## src/rtl/zm_to_u2.sv

```systemverilog
// Bit-serial sign-magnitude to two's-complement converter, LSB first, with a
// start/done/ack handshake that holds the result until the consumer takes it.
module zm_to_u2 #(
   parameter int M = 8,
   parameter int K = 8
) (
   input  logic         i_clk,
   input  logic         i_rst_n,
   input  logic         i_start,
   input  logic [M-1:0] i_arg_A,
   input  logic         i_ack,
   output logic         o_busy,
   output logic         o_done,
   output logic [K-1:0] o_result,
   output logic [3:0]   o_status
);

   localparam int CW = (M > 2) ? $clog2(M - 1) : 1;
   localparam logic [CW-1:0] LAST = CW'(M - 2);

   typedef enum logic [1:0] {IDLE, BUSY, DONE} state_t;

   state_t        state_q, state_d;
   logic [CW-1:0] cnt_q, cnt_d;
   logic          carry_q, carry_d;
   logic          sign_q, sign_d;
   logic [M-2:0]  mag_q, mag_d;
   logic [K-1:0]  result_q, result_d;
   logic [3:0]    status_q, status_d;
   logic          bitX;

   always_ff @(posedge i_clk) begin
      if (!i_rst_n) begin
         state_q  <= IDLE;
         cnt_q    <= '0;
         carry_q  <= 1'b0;
         sign_q   <= 1'b0;
         mag_q    <= '0;
         result_q <= '0;
         status_q <= '0;
      end else begin
         state_q  <= state_d;
         cnt_q    <= cnt_d;
         carry_q  <= carry_d;
         sign_q   <= sign_d;
         mag_q    <= mag_d;
         result_q <= result_d;
         status_q <= status_d;
      end
   end

   // Negation is invert-and-add-one done serially: the carry starts at the
   // sign, so positive operands pass through unchanged.
   always_comb begin
      state_d  = state_q;
      cnt_d    = cnt_q;
      carry_d  = carry_q;
      sign_d   = sign_q;
      mag_d    = mag_q;
      result_d = result_q;
      status_d = status_q;
      bitX     = 1'b0;
      case (state_q)
         IDLE: begin
            if (i_start) begin
               sign_d   = i_arg_A[M-1];
               mag_d    = i_arg_A[M-2:0];
               result_d = '0;
               status_d = '0;
               cnt_d    = '0;
               carry_d  = i_arg_A[M-1];
               state_d  = BUSY;
            end
         end
         BUSY: begin
            bitX             = mag_q[cnt_q] ^ sign_q;
            result_d[cnt_q]  = bitX ^ carry_q;
            carry_d          = bitX & carry_q;
            cnt_d            = cnt_q + CW'(1);
            if (cnt_q == LAST) begin
               // Sign extension; negative zero collapses to plain zero.
               for (int i = M - 1; i < K; i++) begin
                  result_d[i] = sign_q & (|mag_q);
               end
               status_d = (sign_q && (mag_q == '0)) ? 4'b1001 : 4'b0000;
               state_d  = DONE;
            end
         end
         DONE: begin
            if (i_ack) begin
               state_d = IDLE;
            end
         end
         default: state_d = IDLE;
      endcase
   end

   assign o_busy   = (state_q == BUSY);
   assign o_done   = (state_q == DONE);
   assign o_result = result_q;
   assign o_status = status_q;

endmodule
```

## config.mk

```make
export PLATFORM = sky130hd
export DESIGN_NAME = zm_to_u2
export DESIGN_NICKNAME = d
export VERILOG_FILES = /design/src/rtl/zm_to_u2.sv
export SDC_FILE = /design/constraint.sdc
export NUM_CORES = 1
export LEC_CHECK = 0
export ABC_AREA = 1
export BUFFER_PORTS_ARGS = -buffer_cell sky130_fd_sc_hd__buf_2
export CORE_MARGIN = 2
export CORE_UTILIZATION = 45
export DETAILED_ROUTE_END_ITERATION = 8
export GPL_ROUTABILITY_DRIVEN = 0
export GPL_TIMING_DRIVEN = 0
export PLACE_DENSITY = 0.76
export SKIP_LAST_GASP = 1
export SLEW_MARGIN = 20
export SYNTH_ARGS = -nofsm -noshare
export SYNTH_HDL_FRONTEND = slang
export SYNTH_SLANG_ARGS = --single-unit
```

## constraint.sdc

```tcl
create_clock -name i_clk -period 1.9 [get_ports i_clk]
set_clock_uncertainty 0.2 [all_clocks]
set_input_delay 0.38 -clock i_clk [delete_from_list [all_inputs] [get_ports i_clk]]
set_output_delay 0.38 -clock i_clk [all_outputs]
set_load 0.02 [all_outputs]
```

# After elaboration in Yosys (flattened, before gate mapping)
# Index checks and enable logic that the tools add are counted.
# W data, S select, Z words.
[op_classes]
addsub = 1
n_lt_le_gt_ge = 2
eq_ne = 6
n_mux = 20
bitwise_logic = 4
n_reduce_logical = 10
[ops]
columns = ["cell", "n"]
rows = [
  ["$pmux W8 S2", 1],
  ["$mux W4", 3],
  ["$bwmux W8", 1],
  ["$mux W8", 1],
  ["$pmux W4 S2", 1],
  ["$logic_not A7 Y1", 1],
  ["$reduce_or A7 Y1", 1],
  ["$mux W2", 3],
  ["$pmux W2 S3", 1],
  ["$pmux W3 S2", 1],
  ["$reduce_and A3 Y1", 2],
  ["$lt A3 B4 Y1 const B", 1],
  ["$mux W1", 4],
  ["$ne A2 B2 Y1 const B", 2],
  ["$reduce_and A2 Y1", 2],
  ["$add A3 B1 Y3 const B", 1],
  ["$bmux W1 S3", 1],
  ["$demux W1 S3", 1],
  ["$eq A3 B3 Y1 const B", 1],
  ["$ge A3 B1 Y1 const B", 1],
  ["$mux W3", 1],
  ["$and A1 B1 Y1", 2],
  ["$eq A2 B1 Y1 const B", 1],
  ["$eq A2 B2 Y1 const B", 1],
  ["other kinds (6)", 8],
]
[totals]
regBits = 26
in_bits = 12
out_inout_bits = 14

# Logic depth before layout (Yosys ltp)
[depth]
depth_word = 7
depth_mapped = 14
mapped_depth_nobuf = 14

# Worst setup path before layout
# Ideal clock, no wire load.
[synth_path]
kind = "register to register"
start = "reg cnt_q[1]"
end = "reg result_q[5] (netlist: o_result[5])"
setup_time_ns = 0.121
t_arrival_ns = 1.589
slack_ns = -0.010
path_stages_with_launch = 13
synth_period_minus_slack_ns = 1.910
cell_sequence = "dfxtp_1 > inv_1 > nor2_1 > nand3_1 > nand2_1 > nor2_1 > nand2_1 > nand2_1 > nand2_1 > inv_1 > ha_1 > nor3_1 > nor3_2"
[synth_via]
elab_chain_cells = 6
word_cells_on_any_way = 11
cone_classes = "order compare: 2; mux: 6; bitwise: 2; reduce/logical: 1"
[synth_lines]
columns = ["element", "line", "rtl"]
rows = [
  ["start, declared", "24", "logic [CW-1:0] cnt_q, cnt_d;"],
  ["start signal, assigned", "43", "cnt_q <= cnt_d;"],
  ["$lt A3 B4 Y1 (implied by the code), or another cell as far along", "77", "result_d[cnt_q] = bitX ^ carry_q;"],
  ["$logic_and A1 B1 Y1 (implied by the code) or $mux W1 (tied branches)", "77, 76", ""],
  ["$mux W1 (implied by the code) or $xor A1 B1 Y1 (tied branches)", "77, 76", ""],
  ["$demux W1 S3 or $xor A1 B1 Y1 (tied branches)", "77", ""],
  ["$bwmux W8 (*)", "77", ""],
  ["$pmux W8 S2 (*)", "63", "case (state_q)"],
  ["end signal, assigned", "47", "result_q <= result_d;"],
  ["end, declared", "28", "logic [K-1:0] result_q, result_d;"],
]
# Mark *: on every way between the ends. The rest lies on a longest branch, timed or not. The select of a mux whose other input is x is not followed.
# A chain may end at the register's enable or synchronous reset.

# Worst setup path after layout
[layout_path]
start = "reg cnt_q[2]"
end = "reg result_q[7] (netlist: o_result[7])"
[layout_via]
elab_chain_cells = 7
word_cells_on_any_way = 13
cone_classes = "order compare: 2; eq/ne: 1; mux: 7; bitwise: 2; reduce/logical: 1"
[layout_lines]
columns = ["element", "line", "rtl"]
rows = [
  ["$lt A3 B4 Y1 (implied by the code), or another cell as far along", "77", ""],
  ["$logic_and A1 B1 Y1 (implied by the code) or $mux W1 (tied branches)", "77, 76", ""],
  ["$mux W1 (implied by the code) or $xor A1 B1 Y1 (tied branches)", "77, 76", ""],
  ["$demux W1 S3 or $xor A1 B1 Y1 (tied branches)", "77", ""],
  ["$bwmux W8", "77", ""],
  ["$mux W1 (*)", "80", "if (cnt_q == LAST) begin"],
  ["$pmux W8 S2 (*)", "63", ""],
]
# Marked as above.

==> flow_metrics.tcl <==
set metrics [dict create \
    drt_iter0_drc 25 \
    globalRouteOverflowTotal 0 \
    synth-simple-area-share 0.3216 \
    setup_slack_ns -0.05555 \
    path_class "reg -> reg" \
    drive_gt1_frac 0.3452 \
    antenna_left 0 \
    finalSetupTns_ns -0.06408 \
    power_mw 0.9418 \
    most-common-layout-cells "nand2_1 (35), buf_2 (25), nor2_1 (21)" \
    status "finished, violations left" \
    io_buffer_count 23 \
    path_clk_slew_ns 0.13 \
    remaining_drc_errors 0 \
    wl_per_cell_um 11.91 \
    maxSlewViolCount 0 \
    grt_setup_unrepaired "true" \
    die-height_um 54.25 \
    finalCritPeriodShare 1.029 \
    min_from "i_arg_A[5]" \
    vdd_drop_max_mv 0.4980 \
    r2r-end "o_result[7]" \
    syn_avg_cell_area_um2 6.927 \
    mostFrequentLayoutCell "nand2_1" \
    synth_area_um2 1136 \
    diodes 0 \
    muxShareOfSynthArea 0 \
    hold_viol_final 0 \
    fmax_mhz 511.4 \
    insertion_delay_ns 0.31 \
    yosysUniqueCellTypes 24 \
    cts.sinks 23 \
    synth_compound_area_frac 0.1487 \
    ys_seq_area_frac 0.4053 \
    setup_violations 2 \
    period_minus_slack_ns 1.956 \
    ys_seq_elements 23 \
    drt_wl_total_mm 2.703 \
    yosys_warnings 0 \
    netlist_instances 164 \
    cts_root_buf "clkbuf_4" \
    cp-start-kind "flip-flop" \
    drv_cap 0 \
    violations "setup timing" \
    area_growth_syn_to_layout_pct 26.98 \
    antenna_found_initial 0 \
    hp-class "in -> reg" \
    clk_path_buf_depth 2 \
    track_usage 0.1916 \
    dp_hpwl_mm 1.865 \
    rows 18 \
    avgViaCountPerCell 5.088 \
    ios 26 \
    htree_levels 1 \
    ff2ff_setup_slack_ns -0.06 \
    synth-xor-area-share 0 \
    grt_pass1_wl_mm 4.050 \
    cts_tree "yes" \
    coreArea_um2 2432 \
    die_w_um 54.25 \
    cp_data_arrival_time_ns 2.00 \
    cp_max_fo 8 \
    r2r_start "cnt_q[2]" \
    vias 1155 \
    holdPathEnd "mag_q[5]" \
    reg2reg_depth 14 \
    crit_required_ns 1.95 \
    hold_path_depth 3 \
    worstSetupEndpointType "flip-flop" \
    die-area_um2 2943 \
    fill_cells 229 \
    synth_top_family_by_area "simple AND/OR/NAND/NOR gates" \
    start_util 0.4671 \
    p_per_area_nw_per_um2 652.8 \
    grt_pass1_vias 949 \
    yosys.area_share.adder 0.03304 \
    final_nets 213 \
    numCtsBuffers 3 \
    drt_pass1_iterations 4 \
    grt_max_degree 13 \
    hold_buffers 0 \
    leakage_nw 0.6405 \
]
==> worst max-delay path by stage <==
stage / endpoint / slack [ns] / start / cells past startpoint
2_1_floorplan: o_result[5] / 0.02 / cnt_q[0] / 12
3_3_place_gp: o_result[5] / -0.20 / cnt_q[2] / 12
3_5_place_dp: o_result[5] / -0.22 / cnt_q[2] / 12
4_1_cts: o_result[7] / 0.009 / cnt_q[2] / 12
5_1_grt: o_result[7] / -0.19 / cnt_q[2] / 14
6_report: o_result[7] / -0.06 / cnt_q[2] / 14
==> power by group <==
group	internal [mW]	switching (mW)	total (mW)
combinational	0.0755	0.112	0.187
clock	0.0819	0.146	0.228
sequential	0.502	0.0242	0.526
==> stage by stage <==
stage | hold slack, ns | utilization | std cells | area, um2 | setup slack (ns)
after floorplan | 0.2435 | - | 165 | 1141 | 0.02405
after global placement | 0.2501 | 0.5319 | 218 | 1294 | -0.1977
after detailed placement | 0.2513 | 0.5319 | 218 | 1294 | -0.2152
after CTS | 0.1120 | 0.5622 | 223 | 1368 | 0.008817
after global routing | 0.1245 | 0.5931 | 227 | 1443 | -0.1887
final | 0.1123 | 0.5931 | 227 | 1443 | -0.05555
==> synth_stat cells <==
| library cell | number | share of area |
|---|---|---|
| nor2_2 | 4 | 0.022 |
| ha_1 | 3 | 0.033 |
| or2_2 | 1 | 0.0055 |
| inv_2 | 5 | 0.017 |
| nor2_4 | 1 | 0.0099 |
| inv_1 | 6 | 0.020 |
| conb_1 | 1 | 0.0033 |
| nand3_2 | 1 | 0.0088 |
| nand3_1 | 11 | 0.048 |
| dfxtp_1 | 23 | 0.41 |
| clkbuf_1 | 1 | 0.0033 |
| o21ai_1 | 1 | 0.0044 |
| o21ai_0 | 14 | 0.062 |
| nand2_1 | 38 | 0.13 |
| nor3_2 | 1 | 0.0088 |
| buf_2 | 2 | 0.0088 |
| nor3_1 | 3 | 0.013 |
| buf_6 | 1 | 0.0099 |
| clkinv_1 | 1 | 0.0033 |
| nor2_1 | 24 | 0.079 |
| a21boi_1 | 1 | 0.0066 |
| a21oi_1 | 16 | 0.070 |
| a31oi_1 | 1 | 0.0055 |
| buf_4 | 4 | 0.026 |
==> worst max-delay path: stages, from the launching register on <==
cell and delay, ns:
dfxtp_4 0.44, inv_4 0.05, nor2_4 0.17, nand3_2 0.07
nand2_1 0.07, nor2_1 0.05, nand2_1 0.07, nand2_1 0.06
nand2_2 0.06, inv_2 0.04, ha_4 0.30, nand3_1 0.08
nand2_1 0.06, nand2_1 0.06, a21oi_2 0.10
==> logic make-up (layout without fill, tap and decap cells) <==
kind of cell / count (synthesis) / count (layout)
AOI/OAI and AO/OA: 33 / 33
adders and majority gates: 3 / 3
buffers and inverters: 20 / 52
DFF: 23 / 23
other: 1 / 2
and+or+nand+nor: 84 / 84
==> per-layer routing <==
| metal | track usage | share of wire |
|---|---|---|
| met1 | 0.2352 | 0.44 |
| met2 | 0.3394 | 0.50 |
| met3 | 0.02459 | 0.051 |
| met4 | 0.07083 | 0.011 |
| met5 | 0 | 0 |
==> flip-flops by register name (all words and copies together) (netlist names) <==
signal / count
state_q: 2
sign_q: 1
o_status: 1
cnt_q: 3
mag_q: 7
carry_q: 1
o_result: 8
==> area by class of cell <==
class	count	area (um2)	share of cell area
well taps	30	37.54	0.02602
clock buffers	4	26.28	0.01821
multi-input cells	122	645.6	0.4475
repair buffers	29	163.9	0.1136
plain buffers	7	47.55	0.03296
flip-flops and latches	23	471.7	0.3270
inverters	12	50.05	0.03469
==> repair_timing <==
action                     CTS  global route
resized for setup           12            14
setup endpoints to repair    8             8
setup buffers                2             4
pin swaps                    2             5
(Power assumes the default switching activity.)
